## src/rtl/hazard_control_unit_if.sv

```systemverilog
// Bundle of pipeline-side signals between the hazard controller and the core datapath.
// The controller takes the slave view; the core or bench drives through the master view.
interface hazard_control_unit_if #(
    parameter int REG_ADDR_W = 4,
    parameter int CNT_W      = 16
);
    logic                  id_ex_memRead;
    logic [REG_ADDR_W-1:0] id_ex_registerRD;
    logic [REG_ADDR_W-1:0] if_id_registerA;
    logic [REG_ADDR_W-1:0] if_id_registerB;
    logic                  if_id_useA;
    logic                  if_id_useB;
    logic                  branch_taken;
    logic                  ex_busy;
    logic                  perf_clear;
    logic                  enablePC;
    logic                  if_id_enable;
    logic                  if_id_flush;
    logic                  muxSelector;
    logic [CNT_W-1:0]      stall_count;

    modport master (
        output id_ex_memRead, id_ex_registerRD, if_id_registerA, if_id_registerB,
        output if_id_useA, if_id_useB, branch_taken, ex_busy, perf_clear,
        input  enablePC, if_id_enable, if_id_flush, muxSelector, stall_count
    );

    modport slave (
        input  id_ex_memRead, id_ex_registerRD, if_id_registerA, if_id_registerB,
        input  if_id_useA, if_id_useB, branch_taken, ex_busy, perf_clear,
        output enablePC, if_id_enable, if_id_flush, muxSelector, stall_count
    );
endinterface

```

## src/rtl/hazard_control_unit.sv

```systemverilog
// Load-use stall, branch flush and EX-busy freeze controller for the IF/ID and ID/EX stages.
// Controls are combinational from state, so a hazard stalls the front end in the cycle it appears.
module hazard_control_unit #(
    parameter int REG_ADDR_W         = 4,
    parameter int LOAD_LATENCY       = 1,
    parameter int FLUSH_CYCLES       = 1,
    parameter int ZERO_REG_HARDWIRED = 1,
    parameter int CNT_W              = 16
) (
    input logic              clock,
    input logic              reset_n,
    hazard_control_unit_if.slave bus
);

    typedef enum logic [1:0] {RUN, LSTALL, FLUSH} state_t;

    localparam bit         LOAD_MULTI   = (LOAD_LATENCY > 1);
    localparam bit         FLUSH_MULTI  = (FLUSH_CYCLES > 1);
    localparam logic [3:0] LOAD_RELOAD  = 4'(LOAD_LATENCY - 1);
    localparam logic [3:0] FLUSH_RELOAD = 4'(FLUSH_CYCLES - 1);
    localparam logic [CNT_W-1:0] CNT_MAX = '1;

    state_t           state;
    logic [3:0]       cnt;
    logic             hz;
    logic             enable_pc;
    logic             enable_ifid;
    logic             flush_ifid;
    logic             bubble;
    logic [CNT_W-1:0] stall_q;

    always_comb begin
        hz = bus.id_ex_memRead &&
             ((bus.if_id_useA && (bus.id_ex_registerRD == bus.if_id_registerA)) ||
              (bus.if_id_useB && (bus.id_ex_registerRD == bus.if_id_registerB)));
        if ((ZERO_REG_HARDWIRED != 0) && (bus.id_ex_registerRD == '0))
            hz = 1'b0;
    end

    // ex_busy outranks a branch, which outranks any load-use stall in progress
    always_comb begin
        enable_pc   = 1'b1;
        enable_ifid = 1'b1;
        flush_ifid  = 1'b0;
        bubble      = 1'b0;
        if (bus.ex_busy) begin
            enable_pc   = 1'b0;
            enable_ifid = 1'b0;
        end else if (bus.branch_taken || (state == FLUSH)) begin
            flush_ifid = 1'b1;
            bubble     = 1'b1;
        end else if ((state == LSTALL) || hz) begin
            enable_pc   = 1'b0;
            enable_ifid = 1'b0;
            bubble      = 1'b1;
        end
    end

    always_ff @(posedge clock or negedge reset_n) begin
        if (!reset_n) begin
            state <= RUN;
            cnt   <= '0;
        end else if (!bus.ex_busy) begin
            if (bus.branch_taken) begin
                if (FLUSH_MULTI) begin
                    state <= FLUSH;
                    cnt   <= FLUSH_RELOAD;
                end else begin
                    state <= RUN;
                    cnt   <= '0;
                end
            end else begin
                case (state)
                    RUN: begin
                        if (hz && LOAD_MULTI) begin
                            state <= LSTALL;
                            cnt   <= LOAD_RELOAD;
                        end
                    end
                    LSTALL, FLUSH: begin
                        if (cnt <= 4'd1) begin
                            state <= RUN;
                            cnt   <= '0;
                        end else begin
                            cnt <= cnt - 4'd1;
                        end
                    end
                    default: begin
                        state <= RUN;
                        cnt   <= '0;
                    end
                endcase
            end
        end
    end

    always_ff @(posedge clock or negedge reset_n) begin
        if (!reset_n)
            stall_q <= '0;
        else if (bus.perf_clear)
            stall_q <= '0;
        else if (!enable_pc && (stall_q != CNT_MAX))
            stall_q <= stall_q + 1'b1;
    end

    assign bus.enablePC     = enable_pc;
    assign bus.if_id_enable = enable_ifid;
    assign bus.if_id_flush  = flush_ifid;
    assign bus.muxSelector  = bubble;
    assign bus.stall_count  = stall_q;

endmodule

```

## src/flat_wrapper.sv

```systemverilog
// flat-port wrapper written by rule: the top's interface ports become plain ports
module hazard_control_unit_flat 
#(
    parameter int REG_ADDR_W         = 4,
    parameter int LOAD_LATENCY       = 1,
    parameter int FLUSH_CYCLES       = 1,
    parameter int ZERO_REG_HARDWIRED = 1,
    parameter int CNT_W              = 16
)
  (clock, reset_n, bus_id_ex_memRead, bus_id_ex_registerRD, bus_if_id_registerA, bus_if_id_registerB, bus_if_id_useA, bus_if_id_useB, bus_branch_taken, bus_ex_busy, bus_perf_clear, bus_enablePC, bus_if_id_enable, bus_if_id_flush, bus_muxSelector, bus_stall_count);
  hazard_control_unit_if #(.REG_ADDR_W(REG_ADDR_W), .CNT_W(CNT_W)) bus_i ();
  input logic clock;
  input logic reset_n;
  input wire logic [$bits(bus_i.id_ex_memRead)-1:0] bus_id_ex_memRead;
  input wire logic [$bits(bus_i.id_ex_registerRD)-1:0] bus_id_ex_registerRD;
  input wire logic [$bits(bus_i.if_id_registerA)-1:0] bus_if_id_registerA;
  input wire logic [$bits(bus_i.if_id_registerB)-1:0] bus_if_id_registerB;
  input wire logic [$bits(bus_i.if_id_useA)-1:0] bus_if_id_useA;
  input wire logic [$bits(bus_i.if_id_useB)-1:0] bus_if_id_useB;
  input wire logic [$bits(bus_i.branch_taken)-1:0] bus_branch_taken;
  input wire logic [$bits(bus_i.ex_busy)-1:0] bus_ex_busy;
  input wire logic [$bits(bus_i.perf_clear)-1:0] bus_perf_clear;
  output wire logic [$bits(bus_i.enablePC)-1:0] bus_enablePC;
  output wire logic [$bits(bus_i.if_id_enable)-1:0] bus_if_id_enable;
  output wire logic [$bits(bus_i.if_id_flush)-1:0] bus_if_id_flush;
  output wire logic [$bits(bus_i.muxSelector)-1:0] bus_muxSelector;
  output wire logic [$bits(bus_i.stall_count)-1:0] bus_stall_count;
  assign bus_i.id_ex_memRead = bus_id_ex_memRead;
  assign bus_i.id_ex_registerRD = bus_id_ex_registerRD;
  assign bus_i.if_id_registerA = bus_if_id_registerA;
  assign bus_i.if_id_registerB = bus_if_id_registerB;
  assign bus_i.if_id_useA = bus_if_id_useA;
  assign bus_i.if_id_useB = bus_if_id_useB;
  assign bus_i.branch_taken = bus_branch_taken;
  assign bus_i.ex_busy = bus_ex_busy;
  assign bus_i.perf_clear = bus_perf_clear;
  assign bus_enablePC = bus_i.enablePC;
  assign bus_if_id_enable = bus_i.if_id_enable;
  assign bus_if_id_flush = bus_i.if_id_flush;
  assign bus_muxSelector = bus_i.muxSelector;
  assign bus_stall_count = bus_i.stall_count;
  hazard_control_unit #(.REG_ADDR_W(REG_ADDR_W), .LOAD_LATENCY(LOAD_LATENCY), .FLUSH_CYCLES(FLUSH_CYCLES), .ZERO_REG_HARDWIRED(ZERO_REG_HARDWIRED), .CNT_W(CNT_W)) u_core (.clock(clock), .reset_n(reset_n), .bus(bus_i));
endmodule
```

## config.mk

```make
export PLATFORM = sky130hd
export DESIGN_NAME = hazard_control_unit_flat
export DESIGN_NICKNAME = d
export VERILOG_FILES = /design/src/rtl/hazard_control_unit_if.sv /design/src/rtl/hazard_control_unit.sv /design/src/flat_wrapper.sv
export SDC_FILE = /design/constraint.sdc
export NUM_CORES = 1
export LEC_CHECK = 0
export BUFFER_PORTS_ARGS = -buffer_cell sky130_fd_sc_hd__buf_2
export CELL_PAD_IN_SITES_DETAIL_PLACEMENT = 1
export CELL_PAD_IN_SITES_GLOBAL_PLACEMENT = 1
export CORE_MARGIN = 2
export CORE_UTILIZATION = 37
export CTS_CLUSTER_SIZE = 25
export DETAILED_ROUTE_END_ITERATION = 10
export PLACE_DENSITY = 0.83
export SETUP_SLACK_MARGIN = 0.4
export SLEW_MARGIN = 10
export SYNTH_ARGS = -nofsm -noshare
export SYNTH_HDL_FRONTEND = slang
export SYNTH_SLANG_ARGS = --single-unit
```

## constraint.sdc

```tcl
create_clock -name clock -period 3.2 [get_ports clock]
set_input_delay 0.8 -clock clock [delete_from_list [all_inputs] [get_ports clock]]
set_output_delay 0.8 -clock clock [all_outputs]
set_load 0.02 [all_outputs]
```

### Word level (Yosys, flattened, before mapping)

Cells that the tools add are included.

| cells by class | value |
|---|---|
| add/subtract/negate cells | 2 |
| multiply operators | 0 |
| div/mod/pow operators | 0 |
| magnitude comparators | 1 |
| equal/unequal tests | 7 |
| shift-type cells | 0 |
| multiplexer cells | 17 |
| bitwise operators | 1 |
| reduce and logical (&&, ||, !) cells | 14 |

Operators by type and width:

| cell | number |
|---|---|
| $mux W16 | 2 |
| $add A16 B1 Y16 const B | 1 |
| $ne A16 B16 Y1 const B | 1 |
| $mux W1 | 9 |
| $eq A4 B4 Y1 | 2 |
| $mux W4 | 2 |
| $pmux W4 S2 | 1 |
| $le A4 B1 Y1 const B | 1 |
| $logic_and A1 B1 Y1 | 4 |
| $logic_not A4 Y1 | 1 |
| $mux W2 | 2 |
| $pmux W2 S2 | 1 |
| $sub A4 B1 Y4 const B | 1 |
| $logic_or A1 B1 Y1 | 3 |
| $ne A3 B2 Y1 const B | 1 |
| $reduce_and A3 Y1 | 1 |
| $eq A2 B1 Y1 const B | 1 |
| $eq A2 B2 Y1 const B | 1 |
| $logic_not A2 Y1 | 1 |
| $ne A2 B2 Y1 const B | 1 |
| $reduce_and A2 Y1 | 1 |
| $reduce_bool A2 Y1 | 1 |
| $reduce_or A2 Y1 | 1 |
| $logic_not A1 Y1 | 1 |
| $not A1 Y1 | 1 |

| word-level totals | value |
|---|---|
| flip-flop bits (word level) | 22 |
| bits in latches | 0 |
| bits in writable memories | 0 |
| memory bits (read-only) | 0 |
| input bits | 20 |
| logic and storage cells | 45 |
| memories kept | 0 |

### Depth between registers and ports, before layout

| logic depth | value |
|---|---|
| depth in word-level cells | 13 |
| gate-level depth with buffers | 9 |

### Least setup slack after synthesis

OpenSTA, ideal clock, no wires.

| timing | value |
|---|---|
| path kind | in2out |
| start point | in bus_id_ex_registerRD[0] |
| end point | out bus_if_id_enable |
| arrival time | 2,106 ps |
| path slack | 294 ps |
| stages on the path | 5 |
| buffers on the path | 1 |
| cells stage by stage | o41ai_2 a2111oi_2 a41o_1 nor2_1 buf_4 |

| between the ends | value |
|---|---|
| word-level cells in the longest chain between the ends | 9 |
| elaborated cells on any way between the ends | 12 |
| those cells by class | eq/ne (2); mux (4); reduce/logical (6) |

RTL lines:

| item | line | source |
|---|---|---|
| start: declaration | flat_wrapper.sv:15 | `input wire logic [$bits(bus_i.id_ex_registerRD)-1:0] bus_id_ex_registerRD;` |
| $eq A4 B4 Y1 (on tied branches) | hazard_control_unit.sv:34, hazard_control_unit.sv:35 |  |
| $logic_and A1 B1 Y1 (on tied branches) | hazard_control_unit.sv:34, hazard_control_unit.sv:35 |  |
| $logic_or A1 B1 Y1 | hazard_control_unit.sv:34 | `((bus.if_id_useA && (bus.id_ex_registerRD == bus.if_id_registerA)) \|\|` |
| $logic_and A1 B1 Y1 | hazard_control_unit.sv:33 | `hz = bus.id_ex_memRead &&` |
| $mux W1 * | hazard_control_unit.sv:36 | `if ((ZERO_REG_HARDWIRED != 0) && (bus.id_ex_registerRD == '0))` |
| $logic_or A1 B1 Y1 * | hazard_control_unit.sv:52 | `end else if ((state == LSTALL) \|\| hz) begin` |
| $mux W1 * (3 in a row) | -- |  |
| end: declaration | flat_wrapper.sv:24 | `output wire logic [$bits(bus_i.if_id_enable)-1:0] bus_if_id_enable;` |

Every way passes the cells marked *; elsewhere a longest branch is shown, timed or not.

### Worst setup path after layout

| timing | value |
|---|---|
| start point | in bus_id_ex_registerRD[0] |
| end point | out bus_muxSelector |

| between the ends | value |
|---|---|
| word-level cells in the longest chain between the ends | 9 |
| elaborated cells on any way between the ends | 12 |
| those cells by class | eq/ne (2); mux (4); reduce/logical (6) |

RTL lines:

| item | line | source |
|---|---|---|
| $eq A4 B4 Y1 (on tied branches) | hazard_control_unit.sv:34, hazard_control_unit.sv:35 |  |
| $logic_and A1 B1 Y1 (on tied branches) | hazard_control_unit.sv:34, hazard_control_unit.sv:35 |  |
| $logic_or A1 B1 Y1 | hazard_control_unit.sv:34 |  |
| $logic_and A1 B1 Y1 | hazard_control_unit.sv:33 |  |
| $mux W1 * | hazard_control_unit.sv:36 |  |
| $logic_or A1 B1 Y1 * | hazard_control_unit.sv:52 |  |
| $mux W1 * | hazard_control_unit.sv:52 |  |
| $mux W1 * | hazard_control_unit.sv:49 | `end else if (bus.branch_taken \|\| (state == FLUSH)) begin` |
| $mux W1 * | hazard_control_unit.sv:46 | `if (bus.ex_busy) begin` |
| end: declaration | flat_wrapper.sv:26 | `output wire logic [$bits(bus_i.muxSelector)-1:0] bus_muxSelector;` |

Marked as above.

==> metrics <==
status finished, final reports clean; P&R area growth vs syn 32.1%; die width 56.4 µm; CTS clk-pin slew, worst paths 0.10 ns; clock period minus final worst setup slack ~2.8 ns; # diodes 0; library cells used by synthesis 36; setup violators final 0; # IOs 40; worst-margin pin slew 0.414 ns; vias in the first global route 1,066; layout cell share with drive strength beyond 1 34.2%; period utilisation layout between 80 and 90%; Crit Path Max Fanout 4; Peak Freq 359 MHz; Initial Util 39.9%; DRT iter0 DRCs 23; RSZ-0062 raised after global routing true; most frequent cells in the layout buf_2, dfrtp_1, a21oi_1; Mapped Cells 117; synthesis-stage register bit count 16; startpoint types input pin; Final #Nets 180; Die ar. 3180 µm²; max incr delay on CP 0.42 ns; Mean Syn Cell Area 8.67 µm²; Required @ worst endpoint 2.40 ns; commonest non-fill, non-tap cell in the layout buf_2; hpwl dp 2270 µm; Max VDD drop about 0.00029 V; Post-Route Setup TNS 0 ns; Top delay family on crit path compound AO/OA/AOI/OAI gates; HP Class input pin to asynchronous set/reset pin; CP most frequent cell buf_4; final slew viol count 0; GP Congestion between 0.8 and 0.9; slowest CP cell o41ai_4; H-tree depth 1; post-synth net total roughly 140; power density over cell area 322 nW/µm²; PortBufs 39; Max-Slew Margin vs Limit between 70% and 80%; Hold Violations, Final 0; GRT overflow 0; Post-Syn Area 1010 µm²; via/cell ratio 5.69; later-pin clock latency in the skew report 0.30 ns; crit path buf inv count 3; floorplan row count 18; Clock Path Buffers 2; clock root cell clkbuf_4; Sink Count 16; FILL cells 319; initial antenna violation count 0; max reg flops 16; worst path cell trace buf_8 > o41ai_4 > buf_4 > nor3_4 > a31oi_1 > a21oi_1 > buf_4; Total Power between 400 and 500 µW; Synthesis Warnings 0; Die Y 56.4 µm; Tot GR Track Use a little under a fifth; drt total wl ~3100 µm; total core area 2540 µm²; total CTS buffers 3; Max-Cap Viols 0; worst setup path class input pin to output port; Crit. End Element output port; 1st-pass router iterations 4; # DRC 0; register area share after synthesis between 30 and 40%; total leakage power 0.608 nW; first-pass GRT wire length 4860 µm; critical path arrival 1.99 ns; TritonCTS clock tree yes; routed len/inst between 15 and 20 µm; largest net degree at the start of global routing 18; Final Skew 0.00798 ns; Routed Antenna Nets 0; CTS hold repair buffers 0; vias 1,070
-- synthesized netlist by cell type --
cell type,count,area share [%]
buf_6,1,1.1
and3_1,1,0.62
xnor2_1,5,4.3
mux2i_1,1,0.99
a31oi_1,1,0.62
nand4_1,4,2.5
and2_1,1,0.62
nor3_1,2,0.99
nor2b_1,2,1.2
mux2_2,1,1.1
nor4_1,1,0.62
xor2_1,1,0.86
and2b_1,1,0.74
buf_2,2,0.99
or4_1,2,1.5
a41o_1,1,0.99
ha_1,1,1.2
nand3_1,8,3.9
inv_1,3,1.1
o2111a_1,1,1.1
a21oi_1,14,6.9
o21ai_0,11,5.4
a2111oi_2,1,1.5
buf_1,1,0.37
or2b_1,1,0.74
clkbuf_1,1,0.37
or3_1,11,6.8
and4_1,1,0.86
nand2_1,6,2.2
nor2_1,8,3.0
nand2b_1,1,0.62
o31ai_1,2,1.5
dfrtp_1,16,39
buf_4,1,0.74
o21ai_2,1,0.86
o41ai_2,1,1.6
-- worst paths after layout --
path | startpoint | slack, ns | end | depth (start not counted)
worst max register to register | u_core.bus.stall_count[0] | 1.18 | u_core.bus.stall_count[5] | 8
worst min-delay path | reset_n | 0.40 | u_core.bus.stall_count[5] | 1
min in group clock | u_core.bus.stall_count[13] | 0.58 | u_core.bus.stall_count[13] | 2
worst min register to register | u_core.bus.stall_count[13] | 0.58 | u_core.bus.stall_count[13] | 2
max in group asynchronous | reset_n | 2.53 | u_core.bus.stall_count[7] | 1
worst max-delay path | bus_id_ex_registerRD[0] | 0.41 | bus_muxSelector | 7
-- power by group --
group          switching (mW)  leakage (nW)  total [mW]  internal (mW)
sequential            0.00399         0.222       0.209          0.205
combinational          0.0497         0.365      0.0836         0.0339
clock                  0.0699        0.0210       0.139         0.0694
total                   0.124         0.608       0.432          0.308
-- repair_timing --
action	CTS	global route
gates resized for setup	1	12
buffers inserted	1	1
pin swaps	1	4
endpoints found under the setup margin	2	3
-- cells by family (layout without fill, tap and decap cells) --
| family | count (synthesis) | after routing | synth area share (%) |
|---|---|---|---|
| buf+inv | 9 | 50 | 4.69 |
| xor+xnor | 6 | 6 | 5.18 |
| flops | 16 | 16 | 39.5 |
| compound gates | 33 | 33 | 20.5 |
| mux | 2 | 2 | 2.10 |
| fa+ha+maj | 1 | 1 | 1.23 |
| simple gates | 50 | 50 | 26.9 |
-- layer usage --
metal  wire [µm]  global-route usage [%]  vias up
met1        1290                    22.5      521
li1            -                       -      514
met3         140                    4.84        6
met5           0                       0        -
met2        1640                    35.1       29
met4          46                    3.74        0
-- metrics by stage --
step	utilization (%)	cells	instance area (µm²)	hold slack, ns	setup slack, ns
3_5_place_dp	48.3	182	1230	0.566	0.286
5_1_grt	52.7	188	1340	0.419	0.308
2_1_floorplan	-	117	1020	0.504	0.411
6_report	52.7	188	1340	0.401	0.413
4_1_cts	50.4	187	1280	0.409	0.401
3_3_place_gp	48.3	182	1230	0.557	0.407
-- area by class of cell --
type,count,area [µm²],share of cell area (%)
clock buffer,4,36.3,2.71
inverter,3,11.3,0.840
multi-input combinational,92,611,45.6
sequential,16,400,29.9
tap,30,37.5,2.80
timing repair buffer,43,244,18.2
(Power assumes the default switching activity.)
